$ cat src/rtl/ddr_ui_arbiter.sv
// ddr_ui_arbiter: round-robin arbiter from NCHAN client channels onto a single
// DDR user-interface command/write-data port, with an in-order tag FIFO that
// routes read data back to the channel that issued the read.
// Optional feature macro: DDR_UI_ARBITER_PERF_EN enables the retired read/write
// command counters; without it perf_rd_cnt/perf_wr_cnt are tied to zero.
module ddr_ui_arbiter #(
  parameter int NCHAN     = 2,
  parameter int ADDR_W    = 27,
  parameter int DATA_W    = 256,
  parameter int RDQ_DEPTH = 16
) (
  input  logic                        user_clock,
  input  logic                        user_reset,
  input  logic                        init_done,
  input  logic [NCHAN-1:0]            req_valid,
  input  logic [NCHAN-1:0]            req_write,
  input  logic [NCHAN*ADDR_W-1:0]     req_addr,
  input  logic [NCHAN*DATA_W-1:0]     req_data,
  input  logic [NCHAN*(DATA_W/8)-1:0] req_mask,
  output logic [NCHAN-1:0]            req_ready,
  output logic [NCHAN-1:0]            rsp_valid,
  output logic [DATA_W-1:0]           rsp_data,
  output logic                        app_en,
  output logic [2:0]                  app_cmd,
  output logic [ADDR_W-1:0]           app_addr,
  input  logic                        app_rdy,
  output logic                        app_wdf_wren,
  output logic                        app_wdf_end,
  output logic [DATA_W-1:0]           app_wdf_data,
  output logic [DATA_W/8-1:0]         app_wdf_mask,
  input  logic                        app_wdf_rdy,
  input  logic [DATA_W-1:0]           app_rd_data,
  input  logic                        app_rd_data_valid,
  output logic                        tag_err,
  output logic [31:0]                 perf_rd_cnt,
  output logic [31:0]                 perf_wr_cnt
);

  localparam int MW  = DATA_W / 8;
  localparam int CHW = (NCHAN > 1) ? $clog2(NCHAN) : 1;
  localparam int AW  = $clog2(RDQ_DEPTH);
  localparam int CW  = AW + 1;

  // Command register
  logic              crValid_q;
  logic              crWrite_q;
  logic [ADDR_W-1:0] crAddr_q;
  logic [DATA_W-1:0] crData_q;
  logic [MW-1:0]     crMask_q;
  logic [CHW-1:0]    crChan_q;

  // Arbitration state
  logic [CHW-1:0]    ptr_q, ptr_d;
  logic [NCHAN-1:0]  eligible;
  logic              found;
  logic [CHW-1:0]    grant;
  logic              retire, loadable, accept, push, pop, rdRoom;

  // Tag FIFO
  logic [CHW-1:0]    tagMem_q [RDQ_DEPTH];
  logic [AW-1:0]     wrPtr_q, rdPtr_q;
  logic [CW-1:0]     cnt_q, cnt_d;
  logic [CHW-1:0]    popTag;

  // Read response
  logic [NCHAN-1:0]  rspValid_q, rspValid_d;
  logic [DATA_W-1:0] rspData_q;
  logic              tagErr_q, tagErr_d;

  assign retire   = crValid_q & app_rdy & (~crWrite_q | app_wdf_rdy);
  assign loadable = ~crValid_q | retire;
  assign rdRoom   = (cnt_q < CW'(RDQ_DEPTH));
  assign eligible = req_valid & (req_write | {NCHAN{rdRoom}});
  assign popTag   = tagMem_q[rdPtr_q];

  // Round-robin search from the pointer; reads are masked out while the tag FIFO is full
  always_comb begin
    found = 1'b0;
    grant = '0;
    for (int k = 0; k < NCHAN; k++) begin
      if (!found && eligible[(int'(ptr_q) + k) % NCHAN]) begin
        found = 1'b1;
        grant = CHW'((int'(ptr_q) + k) % NCHAN);
      end
    end
  end

  // Acceptance, FIFO push/pop, pointer advance and outstanding-count update
  always_comb begin
    accept    = found & loadable & init_done & ~user_reset;
    req_ready = accept ? (NCHAN'(1) << grant) : '0;
    push      = accept & ~req_write[grant];
    pop       = app_rd_data_valid & (cnt_q != '0);
    ptr_d     = ptr_q;
    if (accept) begin
      if (int'(grant) == NCHAN - 1) ptr_d = '0;
      else                          ptr_d = grant + CHW'(1);
    end
    cnt_d = cnt_q;
    if (push && !pop)      cnt_d = cnt_q + CW'(1);
    else if (pop && !push) cnt_d = cnt_q - CW'(1);
    rspValid_d = pop ? (NCHAN'(1) << popTag) : '0;
    tagErr_d   = tagErr_q | (app_rd_data_valid & (cnt_q == '0));
  end

  // Command register: load on acceptance, clear when the UI takes the command
  always_ff @(posedge user_clock or posedge user_reset) begin
    if (user_reset) begin
      crValid_q <= 1'b0;
      crWrite_q <= 1'b0;
      crAddr_q  <= '0;
      crData_q  <= '0;
      crMask_q  <= '0;
      crChan_q  <= '0;
    end else if (accept) begin
      crValid_q <= 1'b1;
      crWrite_q <= req_write[grant];
      crAddr_q  <= req_addr[int'(grant)*ADDR_W +: ADDR_W];
      crData_q  <= req_data[int'(grant)*DATA_W +: DATA_W];
      crMask_q  <= req_mask[int'(grant)*MW +: MW];
      crChan_q  <= grant;
    end else if (retire) begin
      crValid_q <= 1'b0;
    end
  end

  // Arbitration pointer, tag FIFO pointers and outstanding count
  always_ff @(posedge user_clock or posedge user_reset) begin
    if (user_reset) begin
      ptr_q   <= '0;
      wrPtr_q <= '0;
      rdPtr_q <= '0;
      cnt_q   <= '0;
    end else begin
      ptr_q <= ptr_d;
      cnt_q <= cnt_d;
      if (push) wrPtr_q <= wrPtr_q + AW'(1);
      if (pop)  rdPtr_q <= rdPtr_q + AW'(1);
    end
  end

  // Tag storage needs no reset; the pointers define which entries are live
  always_ff @(posedge user_clock) begin
    if (push) tagMem_q[wrPtr_q] <= grant;
  end

  // Registered read response and sticky orphan-data flag
  always_ff @(posedge user_clock or posedge user_reset) begin
    if (user_reset) begin
      rspValid_q <= '0;
      rspData_q  <= '0;
      tagErr_q   <= 1'b0;
    end else begin
      rspValid_q <= rspValid_d;
      tagErr_q   <= tagErr_d;
      if (app_rd_data_valid) rspData_q <= app_rd_data;
    end
  end

  assign app_en       = crValid_q;
  assign app_cmd      = crWrite_q ? 3'b000 : 3'b001;
  assign app_addr     = crAddr_q;
  assign app_wdf_wren = crValid_q & crWrite_q;
  assign app_wdf_end  = crValid_q & crWrite_q;
  assign app_wdf_data = crData_q;
  assign app_wdf_mask = crMask_q;
  assign rsp_valid    = rspValid_q;
  assign rsp_data     = rspData_q;
  assign tag_err      = tagErr_q;

`ifdef DDR_UI_ARBITER_PERF_EN
  logic [31:0] perfRd_q, perfWr_q;

  // Count commands as the UI retires them; wraps naturally at 2^32
  always_ff @(posedge user_clock or posedge user_reset) begin
    if (user_reset) begin
      perfRd_q <= '0;
      perfWr_q <= '0;
    end else if (retire) begin
      if (crWrite_q) perfWr_q <= perfWr_q + 32'd1;
      else           perfRd_q <= perfRd_q + 32'd1;
    end
  end

  assign perf_rd_cnt = perfRd_q;
  assign perf_wr_cnt = perfWr_q;
`else
  assign perf_rd_cnt = '0;
  assign perf_wr_cnt = '0;
`endif

  // The channel id travels with the command for debug visibility only
  logic unusedChan;
  assign unusedChan = ^crChan_q;

endmodule

$ cat config.mk
export PLATFORM = sky130hd
export DESIGN_NAME = ddr_ui_arbiter
export DESIGN_NICKNAME = d
export VERILOG_FILES = /design/src/rtl/ddr_ui_arbiter.sv
export SDC_FILE = /design/constraint.sdc
export NUM_CORES = 1
export LEC_CHECK = 0
export BUFFER_PORTS_ARGS = -buffer_cell sky130_fd_sc_hd__buf_2
export CORE_AREA = 2 2 608 610
export CTS_CLUSTER_DIAMETER = 100
export DETAILED_ROUTE_END_ITERATION = 10
export DIE_AREA = 0 0 610 612
export PLACE_DENSITY = 0.3
export SYNTH_ARGS = -nofsm -noshare
export SYNTH_HDL_FRONTEND = slang
export SYNTH_SLANG_ARGS = --single-unit
$ cat constraint.sdc
create_clock -name user_clock -period 20.9 [get_ports user_clock]
set_input_delay 1.045 -clock user_clock [delete_from_list [all_inputs] [get_ports user_clock]]
set_output_delay 1.045 -clock user_clock [all_outputs]
set_load 0.01 [all_outputs]
== Word level (Yosys, flattened, before mapping) ==
Memory sizes are Yosys's and may differ from the RTL's.
Cells that the tools add are included.
Storage, ports and cells
  bits in writable memories: 16
  bits in latches: 0
  ROM bits: 0
  memories kept: 1
  bits of input ports: 896
  register bits: 590
  output and inout port bits: 646
  word-level logic and storage cells: 79
Operators by class
  reductions and logical operators: 10
  mux-type cells: 21
  shift operators: 5
  $mul: 1
  magnitude comparators: 4
  divide/modulo/power cells: 0
  add/sub/neg operators: 6
  equal/unequal tests: 0
  bitwise logic cells: 19
Memory list
  tagMem_q: depth 16, width 1, rd ports 1, clocked after Yosys merged registers in 0, wr ports 1, line 60  | logic [CHW-1:0] tagMem_q [RDQ_DEPTH];
Operator list (count)
  indexed part select 512 x 10 -> 256 bit: 1
  indexed part select 64 x 7 -> 32 bit: 1
  indexed part select 54 x 7 -> 27 bit: 1
  two-way mux 1 bit: 17
  two-way mux 5 bit: 2
  AND 1 bit: 9
  adder 4 x 1 -> 4 bit (second input constant): 2
  multiplier 1 x 5 -> 6 bit (second input constant): 1
  adder 5 x 1 -> 5 bit (second input constant): 1
  zero test 5 bit: 1
  less-than comparator 5 bit (second input constant): 1
  nonzero test 5 bit: 1
  subtractor 5 x 1 -> 5 bit (second input constant): 1
  less-than comparator 1 x 2 -> 1 bit (second input constant): 2
  two-way mux 2 bit: 2
  NOT 1 bit: 4
  nonzero test 2 bit: 2
  << shifter 1 x 1 -> 2 bit (first input constant): 2
  logical AND 1 bit: 3
  zero test 1 bit: 3
  less-than comparator 2 x 3 -> 1 bit (second input constant): 1
  bitwise OR 1 bit: 3
  adder 1 bit (second input constant): 2
  AND 2 bit: 1
  2 further kinds: 2

== Depth between registers and ports, before layout ==
Gate-level depths: netlist of run 1.
  depth after elaboration: 17
  depth in mapped cells: 13
  mapped depth without buffers: 13

== Worst setup path after synthesis of run 1 ==
No wires, ideal clock.
  path type: in2reg
  start point: input user_reset
  end point: register cnt_q[4]
  path buffers: 0
  library setup time: 125 ps
  path slack: 3578 ps
  arrival time: 17197 ps
  required time: 20775 ps
  stages on the path: 13
  cell sequence: inv_1 > nand2_1 > a211oi_4 > nand2_1 > inv_1 > ha_1 > inv_1 > fa_1 > a21o_1 > a21oi_1 > xnor2_1 > nor2_1 > xor2_1
On the way
  cells in the longest elaborated chain, start to end: 6
  elaborated cells on any way between the ends: 8
  those cells by class: 1 x mux; 3 x bitwise; 4 x reduce/logical
RTL lines
  from (decl): line 13  | input logic user_reset,
  NOT 1 bit (*): line 90  | accept = found & loadable & init_done & ~user_reset;
  AND 1 bit (*): line 90
  AND 1 bit (*): line 92  | push = accept & ~req_write[grant];
  via push: line 57  | logic retire, loadable, accept, push, pop, rdRoom;
  zero test 1 bit: line 101  | else if (pop && !push) cnt_d = cnt_q - CW'(1);
  logical AND 1 bit: line 101
  nonzero test 2 bit (no source line)
  to (signal assigned): line 136  | cnt_q <= cnt_d;
  to (decl): line 62  | logic [CW-1:0] cnt_q, cnt_d;
Mark *: on every way through the listed nets, which the timed path passes. The rest lies on a longest branch.
A chain may end at the register's enable or synchronous reset.

== Final worst setup path of run 1 ==
  start point: register cnt_q[4]
  end point: register cnt_q[4]
On the way
  cells in the longest elaborated chain, start to end: 16
  elaborated cells on any way between the ends: 32
  those cells by class: 2 x add/sub; 1 x order compare; 13 x mux; 8 x bitwise; 8 x reduce/logical
RTL lines
  less-than comparator 5 bit (*): line 72  | assign rdRoom = (cnt_q < CW'(RDQ_DEPTH));
  bitwise OR 2 bit (*): line 73  | assign eligible = req_valid & (req_write | {NCHAN{rdRoom}});
  AND 2 bit (*): line 73
  two-way mux 1 bit (implied by the code) (2 in series): line 81  | if (!found && eligible[(int'(ptr_q) + k) % NCHAN]) begin
  two-way mux 1 bit: line 81
  zero test 1 bit: line 81
  logical AND 1 bit: line 81
  two-way mux 1 bit: line 81
  AND 1 bit / two-way mux 1 bit (equally long branches) (2 in series): line 90, 92
  AND 1 bit / NOT 1 bit (equally long branches): line 90, 92
  AND 1 bit (*): line 92
  via push: line 57
  zero test 1 bit: line 101
  logical AND 1 bit: line 101
  nonzero test 2 bit (no source line)
Mark *: on every way through the listed nets, which the timed path passes. The rest lies on a longest branch. The select of a mux whose other input is x is not followed.

==> flow_summary.json, run 1 <==
{
  "post_cts_buffers": 0,
  "overflow": 0,
  "cp_common_cell": "inv_1",
  "routed_wl_mm": 228.1,
  "peakVddDrop_mv": 0.05857,
  "syn_inst": 2468,
  "rsz0062_at_grt": "false",
  "slowest_stage": "mux2i_1",
  "setup_tns_ps": 0,
  "die_h_um": 612,
  "synth_fa_ha_area_frac": 0.005162,
  "hold_class": "in -> async",
  "synth_top_cell_by_area": "dfrtp_1",
  "viasPerCell": 2.869,
  "worstSetupStartpointType": "flip-flop",
  "fin_area_mm2": 0.04156,
  "final_layout_size_suffix_gt1_frac": 0.4824,
  "combPwrFrac": 0.331,
  "final-setup-viol-count": 0,
  "fmaxAchievable_ghz": 0.2422,
  "area_growth_pct": 61.75,
  "crit_type": "reg -> reg",
  "coreArea_mm2": 0.3672,
  "seqPwrFrac": 0.350,
  "dieArea_mm2": 0.3733,
  "yosys.area_share.simple": 0.1469,
  "wire_per_inst_um": 25.78,
  "fin_skew_ps": 85.90,
  "dpl_cell_area_mm2": 0.03838,
  "worst_setup_path_end_kind": "flip-flop",
  "cts_tree": "built",
  "place.port_buffers": 1475,
  "p_per_area_mw_per_mm2": 122.3,
  "cts_buffers": 95,
  "worst_pin_slew_ps": 1084,
  "row_count": 223,
  "cts_buffer_depth": 4,
  "clk_latency_ps": 810,
  "totalPowerFinal_uw": 5083,
  "muxShareOfSynthArea": 0.1174,
  "p_clk_frac": 0.319,
  "gp_congestion": 0.8749,
  "dr.pass1.iters": 5,
  "cpPeakStageDelay_ps": 630,
  "final_nets": 4802,
  "swShare": 0.3915,
  "ys_types": 34,
  "synth-xor-area-share": 0.003750,
  "ant_nets": 0,
  "report.final.hold_viol_count": 0,
  "cp_data_required_time_ps": 21590,
  "status": "finished clean",
  "placed_cells_incl_taps": 8636,
  "cts_root_buf": "clkbuf_16",
  "first_global_vias": 25690,
  "final_util": 0.1132,
  "relSlewSlack": 0.2698,
  "grt_pass1_wl_mm": 285.0,
  "drc_errors": 0,
  "dp_hpwl_mm": 195.6,
  "rr_startpoint": "cnt_q[4]$_DFFE_PP0P_",
  "ys_ff_latch": 606,
  "ff2ff_setup_slack_ps": 16770,
  "initial_core_util": 0.06997,
  "reg2reg_to": "cnt_q[4]$_DFFE_PP0P_",
  "antenna_found_initial": 173,
  "cts-resized-gates": 0,
  "clock_sinks": 606,
  "grt_start_max_net_pins": 132,
  "htreeDepth": 3,
  "ys_top_cells_by_area": "dfrtp_1 57%, mux2_2 11%, nand2_1 9.4%",
  "drt-initial-drc-count": 1390,
  "crit_arrival_ps": 4820,
  "path_clk_slew_ps": 60,
  "crit_chain": "nor2b_1 > o311ai_4 > buf_4 > mux2i_1 > nand2_1 > inv_1 > ha_1 > inv_1 > fa_1 > a21o_1 > a21oi_1 > xnor2_1 > nor2_1 > xor2_1",
  "synth_top_family_by_area": "simple AND/OR/NAND/NOR gates",
  "max_cap_violations": 0,
  "io_pins": 1542,
  "syn_area_mm2": 0.02569,
  "p_int_uw": 3093,
  "yosys_warnings": 0,
  "slew_violations": 0,
  "r2r_cells": 14,
  "synth_top_cell_area_share": 0.5747,
  "dr_total_vias": 25390,
  "cp_max_fo": 34,
  "cts_hold_buf": 0,
  "yosysSeqAreaShare": 0.5934,
  "min_period_ps": 4128,
  "synth.avg_cell_area_um2": 10.41,
  "leakagePower_uw": 0.01812,
  "fin_crit_sh": 0.1975,
  "grt_usage": 0.1170,
  "stdcell_count": 8850,
  "synth-compound-area-share": 0.08147,
  "switchingPower_uw": 1990,
  "die_w_um": 610
}
==> power by group through the flow <==
| stage | logic (uW) | registers [uW] | clock network [uW] |
|---|---|---|---|
| after floorplan | 604 | 1920 | 0 |
| after global placement | 1760 | 1790 | 0 |
| after detailed placement | 1760 | 1790 | 0 |
| after CTS | 1770 | 1780 | 1700 |
| after global routing | 1840 | 1820 | 1740 |
| final | 1680 | 1780 | 1620 |
==> flip-flops by register name, summed over array words and instances, names as in the netlist <==
register      count
rdPtr_q           4
cnt_q             5
ptr_q             1
rsp_valid         2
tagMem_q         16
app_wdf_mask     32
app_wdf_data    256
rsp_data        256
app_addr         27
crWrite_q         1
wrPtr_q           4
app_en            1
tag_err           1
==> critical path, delay by kind of cell, from the launching register on <==
kind	cells	cell delay [ps]
xor gates and xnor gates	2	290
AOI/OAI and AO/OA	3	630
and+or+nand+nor	3	550
buffers and inverters	3	820
DFF	1	470
adders and majority gates	2	610
muxes	1	630
==> stage by stage <==
stage | setup slack (ps) | hold WS (ps)
finish | 16770 | 212.0
global placement | 15960 | 446.6
global route | 16460 | 182.4
floorplan | 3325 | 458.7
detailed placement | 16060 | 456.5
CTS | 16660 | 141.2
==> metal layers <==
| metal | GRT usage | share of wire |
|---|---|---|
| met3 | 0.03534 | 0.078 |
| met2 | 0.2159 | 0.52 |
| met1 | 0.1267 | 0.37 |
| met4 | 0.03693 | 0.038 |
| met5 | 0 | 0.0015 |
==> placed cells by master (no fill, tap or decap), types with 5 or more instances in the layout <==
cell type	Yosys	final
a31oi_1	315	315
buf_2	110	1474
buf_4	68	28
bufinv_16	0	6
clkbuf_1	57	27
clkbuf_16	0	96
clkbuf_8	0	13
clkinv_2	0	14
conb_1	1	66
dfrtp_1	590	590
diode_2	0	45
edfxtp_1	16	16
ha_1	9	9
inv_1	10	8
inv_6	0	6
mux2_2	258	258
nand2_1	641	641
nand3_1	5	5
nor2_1	334	334
xnor2_1	9	9
==> kinds of logic (layout without fill, tap and decap cells) <==
| kind of cell | Yosys count | count (layout) |
|---|---|---|
| DFF | 606 | 606 |
| other | 1 | 111 |
| adders and majority gates | 10 | 10 |
| xor gates and xnor gates | 11 | 11 |
| AOI/OAI and AO/OA | 331 | 331 |
| muxes | 264 | 264 |
| buffers and inverters | 250 | 1685 |
| and+or+nand+nor | 995 | 995 |
==> layout make-up <==
| cell class | count | area, um^2 |
|---|---|---|
| fillers | 42560 | 325600 |
| flip-flops and latches | 606 | 15240 |
| multi-input cells | 1677 | 9370 |
| repair buffers | 1506 | 7662 |
| well taps | 4837 | 6052 |
| clock buffers | 136 | 2683 |
| clock inverters | 33 | 380.4 |
| diodes | 45 | 112.6 |
| inverters | 10 | 52.55 |
==> synthesized netlist by cell type <==
| library cell | number |
|---|---|
| a211oi_1 | 1 |
| a211oi_4 | 1 |
| a21boi_0 | 1 |
| a21o_1 | 3 |
| a21oi_1 | 4 |
| a2bb2oi_1 | 1 |
| a31oi_1 | 315 |
| and2_1 | 3 |
| and3_1 | 1 |
| buf_1 | 5 |
| buf_2 | 110 |
| buf_4 | 68 |
| clkbuf_1 | 57 |
| conb_1 | 1 |
| dfrtp_1 | 590 |
| edfxtp_1 | 16 |
| fa_1 | 1 |
| ha_1 | 9 |
| inv_1 | 10 |
| mux2_2 | 258 |
| mux2i_1 | 2 |
| mux4_2 | 4 |
| nand2_1 | 641 |
| nand2b_1 | 3 |
| nand3_1 | 5 |
| nand4_1 | 1 |
| nor2_1 | 334 |
| nor2b_1 | 2 |
| nor3_1 | 4 |
| o21ai_0 | 4 |
| o311ai_2 | 1 |
| or4_1 | 1 |
| xnor2_1 | 9 |
| xor2_1 | 2 |
==> worst max-delay path by stage <==
stage / cells past startpoint / from / slack [ps] / end
final: 14 / cnt_q[4]$_DFFE_PP0P_ / 16770 / cnt_q[4]$_DFFE_PP0P_
after floorplan: 1 / user_reset / 3320 / app_addr[0]$_DFFE_PP0P_
after global placement: 15 / req_valid[0] / 15960 / cnt_q[4]$_DFFE_PP0P_
after detailed placement: 15 / req_valid[0] / 16060 / cnt_q[4]$_DFFE_PP0P_
after global routing: 14 / cnt_q[4]$_DFFE_PP0P_ / 16460 / cnt_q[4]$_DFFE_PP0P_
after CTS: 6 / cnt_q[4]$_DFFE_PP0P_ / 16660 / req_ready[0]
No activity file was read; power rests on OpenSTA's default activity.
==> run 2, diff against run 1 <==
Settings changed: CORE_AREA 2 2 608 610 to 2 2 601 603, DIE_AREA 0 0 610 612 to 0 0 603 605.
Clock period 20.9 ns to 3.7 ns, I/O delays scaled along.
==> run 2 against run 1 <==
- the flow now finishes with violations (negative hold slack)
- fmax increased by 20%
- non-clock buffer count increased by 914
- sequential power increased to 5.7 times the previous value
- utilization increased by 2.9 points
- largest cell class is now non-clock buffers
- count of clock-buffer cells in the layout decreased by 14
- clock skew decreased by 32 ps
- hold slack got worse by 260 ps
==> flow_summary.json, run 2 (synthesis gave the netlist of run 1 again) <==
{
  "status": "complete, but fails checks",
  "violations": "negative hold slack",
  "wire_per_inst_um": 22.78,
  "cts-resized-gates": 0,
  "die_w_um": 603,
  "ff2ff_setup_slack_ps": 270,
  "path_depth": 15,
  "final-setup-viol-count": 0,
  "hold_class": "in -> async",
  "grt_start_max_net_pins": 171,
  "coreArea_mm2": 0.3581,
  "cp_data_required_time_ps": 4360,
  "r2r_cells": 15,
  "crit_type": "reg -> reg",
  "critPathBufInv": 4,
  "fin_crit_sh": 0.9264,
  "cts_buffer_depth": 4,
  "grt_usage": 0.1165,
  "hold_ws_ps": -46.16,
  "dr.pass1.iters": 8,
  "worstSetupStartpointType": "flip-flop",
  "fin_area_mm2": 0.05084,
  "overflow": 0,
  "rsz0062_at_grt": "false",
  "max_cap_violations": 0,
  "initial_core_util": 0.07174,
  "cts_tree": "built",
  "p_per_area_mw_per_mm2": 619.3,
  "report.final.hold_viol_count": 38,
  "worst_pin_slew_ps": 918.3,
  "peakVddDrop_mv": 0.2851,
  "viasPerCell": 2.958,
  "crit_family": "buffers and inverters",
  "row_count": 220,
  "cts_buffers": 89,
  "crit_arrival_ps": 4090,
  "slowest_stage": "dlygate4sd3_1",
  "place.port_buffers": 1475,
  "endpoint": "cnt_q[4]$_DFFE_PP0P_",
  "slew_violations": 0,
  "layout_setup_ws_ps": 272.3,
  "post-place-ws_ps": 652.6,
  "path_clk_slew_ps": 60,
  "relSlewSlack": 0.3878,
  "final_nets": 5710,
  "worst_setup_path_end_kind": "flip-flop",
  "first_global_vias": 29810,
  "dr_total_vias": 28790,
  "min_period_ps": 3428,
  "htreeDepth": 3,
  "clock_sinks": 606,
  "final_common_cell": "buf_2",
  "cpPeakStageDelay_ps": 560,
  "ant_nets": 0,
  "drc_errors": 0,
  "drt-initial-drc-count": 1556,
  "final_layout_size_suffix_gt1_frac": 0.3968,
  "dp_hpwl_mm": 185.3,
  "area_growth_pct": 97.89,
  "leakagePower_uw": 0.02177,
  "final_util": 0.1420,
  "clk_latency_ps": 830,
  "reg2reg_to": "cnt_q[4]$_DFFE_PP0P_",
  "routed_wl_mm": 221.8,
  "dieArea_mm2": 0.3648,
  "startpoint": "cnt_q[4]$_DFFE_PP0P_",
  "grt_pass1_wl_mm": 283.7,
  "rr_startpoint": "cnt_q[4]$_DFFE_PP0P_",
  "antenna_found_initial": 140,
  "cts_root_buf": "clkbuf_16",
  "crit_chain": "nor2b_1 > o311ai_4 > mux2i_1 > dlygate4sd3_1 > buf_4 > nand2_2 > inv_2 > ha_4 > inv_4 > fa_1 > a21o_1 > a21oi_2 > xnor2_1 > nor2_1 > xor2_1",
  "gp_congestion": 0.8401,
  "fin_skew_ps": 54.03,
  "die_h_um": 605,
  "final_cell_mix": "1474 x buf_2, 904 x dlygate4sd3_1, 640 x nand2_1",
  "io_pins": 1542,
  "fmaxAchievable_ghz": 0.2917,
  "setup_tns_ps": 0,
  "num-fill-cells": 41040,
  "cp_max_fo": 6,
  "dpl_cell_area_mm2": 0.03856
}
## run 2: cell count changes in the layout (fill, tap and decap cells not counted), sizes merged
cell / before / now
buf: 1506 / 1516
bufinv: 6 / 8
clkbuf: 136 / 122
clkinv: 18 / 17
clkinvlp: 2 / 4
diode: 45 / 92
dlygate4sd3: 0 / 904
inv: 17 / 15
## run 2: timing repair
| item | in CTS | in global routing |
|---|---|---|
| hold buffers | 904 | 0 |
| setup buffers | 0 | 0 |
| hold endpoints to repair | 580 | 0 |
## run 2: stage by stage
stage | power, uW | instances
5_1_grt | 33500 | 9717
6_report | 31490 | 9734
3_5_place_dp | 19960 | 8582
4_1_cts | 32230 | 9642
3_3_place_gp | 19910 | 8582
2_1_floorplan | 14260 | 2533
## run 2: how the worst min path moves through the flow
stage / start / endpoint / slack, ps / cells after the start
finish: user_reset / app_wdf_data[43]$_DFFE_PP0P_ / -50 / 3
global placement: app_rd_data[11] / rsp_data[11]$_DFFE_PP0P_ / 420 / 2
CTS: app_rdy / wrPtr_q[1]$_DFFE_PP0P_ / 10 / 5
global route: user_reset / app_wdf_data[43]$_DFFE_PP0P_ / 10 / 3
detailed placement: app_rd_data[11] / rsp_data[11]$_DFFE_PP0P_ / 420 / 2
floorplan: req_addr[51] / app_addr[24]$_DFFE_PP0P_ / 330 / 2
## run 2: metal layers
metal	up-vias	routed length, um	GRT usage	part of all wire
met5	-	290	0	0.0013
met4	44	6934	0.03299	0.031
met3	368	16780	0.03600	0.076
met2	1260	116600	0.2178	0.53
met1	14140	81160	0.1248	0.37
li1	12980	-	-	-
## run 2: worst reg2reg max path: stages (launching register included)
cell	delay, ps
dfrtp_1	440
nor2b_1	200
o311ai_4	250
mux2i_1	210
dlygate4sd3_1	560
buf_4	150
nand2_2	90
inv_2	80
ha_4	150
inv_4	50
fa_1	410
a21o_1	190
a21oi_2	150
xnor2_1	160
nor2_1	80
xor2_1	140
## run 2: power by group
part           total, uW  switching [uW]  internal (uW)
logic              12400            6540           5820
registers          10100            1350           8710
clock network       9070            3650           5420
total              31500           11500          19900
## run 2: cell type report
class | instances | area [um^2] | area share
timing repair buffer | 2420 | 16940 | 0.3331
sequential | 606 | 15240 | 0.2998
multi-input combinational | 1677 | 9402 | 0.1849
tap | 4773 | 5972 | 0.1175
clock buffer | 122 | 2572 | 0.05060
clock inverter | 34 | 434.2 | 0.008539
antenna | 92 | 230.2 | 0.004528
inverter | 10 | 51.30 | 0.001009
==> run 3, diff against run 2 <==
Settings changed: CORE_AREA 2 2 601 603 to 2 2 608 610, DIE_AREA 0 0 603 605 to 0 0 610 612.
Clock period 3.7 ns to 3.3 ns, I/O delays scaled along.
==> run 3 against run 2 <==
- the run now ends clean
- non-clock buffer count is 22 higher
- critical path depth is 8 lower
- highest routed layer unchanged
- fmax is 9.4% higher
- global-route usage is 0.24 points higher
- largest power group unchanged
- hold slack better by 170 ps
- final cell count is 0.31% higher
- sequential power is 11% higher
- wire length is 5.2% higher
- combinational power is 15% higher
- register-to-register slack worse by 110 ps
- utilization is 0.28 points lower
- sequential share of layout area is 0.15 points lower
==> flow_summary.json, run 3 (synthesis gave the netlist of run 1 again) <==
{
  "hold_depth": 3,
  "gp_congestion": 0.8691,
  "cp_common_cell": "buf_12",
  "final-setup-viol-count": 0,
  "reg2reg_to": "app_addr[15]$_DFFE_PP0P_",
  "met3WireLength_mm": 14.60,
  "fin_crit_sh": 0.9497,
  "report.final.hold_viol_count": 0,
  "first_global_vias": 30000,
  "dpl_cell_area_mm2": 0.03868,
  "die_w_um": 610,
  "fmaxAchievable_ghz": 0.3191,
  "cp_data_required_time_ps": 4050,
  "cpPeakStageDelay_ps": 560,
  "die_h_um": 612,
  "path_clk_slew_ps": 60,
  "final_nets": 5736,
  "path_depth": 7,
  "cts_root_buf": "clkbuf_16",
  "rsz0062_at_grt": "false",
  "area_growth_pct": 98.89,
  "initial_core_util": 0.06997,
  "dr_total_vias": 29020,
  "clock_sinks": 606,
  "relSlewSlack": 0.3422,
  "critPathBufInv": 3,
  "p_per_area_mw_per_mm2": 696.5,
  "layout_setup_ws_ps": 166.0,
  "place.port_buffers": 1475,
  "grt_pass1_wl_mm": 297.3,
  "crit_arrival_ps": 3880,
  "highest_layer": "met5",
  "post-place-ws_ps": 396.3,
  "worstSetupStartpointType": "flip-flop",
  "drt-initial-drc-count": 1335,
  "rr_startpoint": "cnt_q[4]$_DFFE_PP0P_",
  "viasPerCell": 2.972,
  "setup_tns_ps": 0,
  "crit_chain": "nor2b_1 > o311ai_4 > buf_12 > buf_12 > nand2_1 > a31oi_1 > dlygate4sd3_1",
  "routed_wl_mm": 233.2,
  "status": "finished clean",
  "row_count": 223,
  "crit_type": "reg -> reg",
  "min_period_ps": 3134,
  "antenna_found_initial": 130,
  "overflow": 0,
  "max_cap_violations": 0,
  "worst_pin_slew_ps": 986.7,
  "final_cell_mix": "1474 x buf_2, 916 x dlygate4sd3_1, 640 x nand2_1",
  "num-fill-cells": 42220,
  "io_pins": 1542,
  "wl_met1_mm": 90.06,
  "dr.pass1.iters": 6,
  "dieArea_mm2": 0.3733,
  "coreArea_mm2": 0.3672,
  "ant_nets": 0,
  "dp_hpwl_mm": 192.5,
  "clk_latency_ps": 840,
  "drc_errors": 0,
  "hold_ws_ps": 121.4,
  "grt_usage": 0.1189,
  "worst_setup_path_end_kind": "flip-flop",
  "hold_class": "in -> reg",
  "cts_buffers": 93,
  "ff2ff_setup_slack_ps": 170,
  "final_common_cell": "buf_2",
  "r2r_cells": 7,
  "wl_met2_mm": 120.6,
  "htreeDepth": 3,
  "startpoint": "cnt_q[4]$_DFFE_PP0P_",
  "slowest_stage": "dlygate4sd3_1",
  "fin_area_mm2": 0.05110,
  "fin_skew_ps": 114.1,
  "leakagePower_uw": 0.02193,
  "cp_max_fo": 108,
  "final_layout_size_suffix_gt1_frac": 0.3953,
  "cts_buffer_depth": 4,
  "wire_per_inst_um": 23.89,
  "grt_start_max_net_pins": 192,
  "peakVddDrop_mv": 0.3875,
  "cts_tree": "built",
  "crit_family": "buffers and inverters",
  "slew_violations": 0,
  "endpoint": "app_addr[15]$_DFFE_PP0P_"
}
run 3: repair_timing:
| action | in CTS | in global routing |
|---|---|---|
| buffers inserted | 1 | 0 |
| resized for setup | 1 | 8 |
| endpoints found under the hold margin | 888 | 0 |
| gates cloned | 2 | 3 |
| endpoints found under the setup margin | 1 | 160 |
| hold buffers | 916 | 0 |
| pin swaps | 1 | 0 |
run 3: worst min-delay path by stage:
stage	slack, ps	to	startpoint
floorplan	310	app_addr[24]$_DFFE_PP0P_	req_addr[51]
global placement	400	rsp_data[25]$_DFFE_PP0P_	app_rd_data[25]
detailed placement	400	rsp_data[35]$_DFFE_PP0P_	app_rd_data[35]
CTS	0.7	rsp_data[125]$_DFFE_PP0P_	app_rd_data[125]
global route	50	rsp_data[140]$_DFFE_PP0P_	app_rd_data[140]
finish	120	rsp_data[154]$_DFFE_PP0P_	app_rd_data[154]
run 3: layout make-up:
class | instances | area (um^2) | share of cell area
sequential | 606 | 15240 | 0.2983
multi-input combinational | 1677 | 9404 | 0.1840
inverter | 10 | 56.30 | 0.001102
tap | 4837 | 6052 | 0.1184
clock buffer | 133 | 2700 | 0.05284
antenna | 30 | 75.07 | 0.001469
clock inverter | 29 | 290.3 | 0.005681
timing repair buffer | 2442 | 17280 | 0.3381
run 3: metal layers:
metal | GRT usage | vias up
met5 | 0 | -
met4 | 0.03149 | 30
met3 | 0.02922 | 398
met2 | 0.2200 | 1186
met1 | 0.1346 | 14440
li1 | - | 12970
run 3: power breakdown:
group / switching [uW] / internal, uW / total, uW
clock network: 4170 / 5900 / 10100
logic: 7780 / 6520 / 14300
registers: 1450 / 9760 / 11200
total: 13400 / 22200 / 35600
run 3: metrics by stage:
step,util,power [uW],instances
after floorplan,-,15980,2533
after global placement,0.1053,22670,8650
after detailed placement,0.1053,22730,8650
after CTS,0.1387,36450,9731
after global routing,0.1390,37900,9747
final,0.1392,35590,9764
run 3: tightest hold or removal path: stages:
cell and delay, ps:
dlygate4sd3_1 530, buf_2 100, mux2_2 130
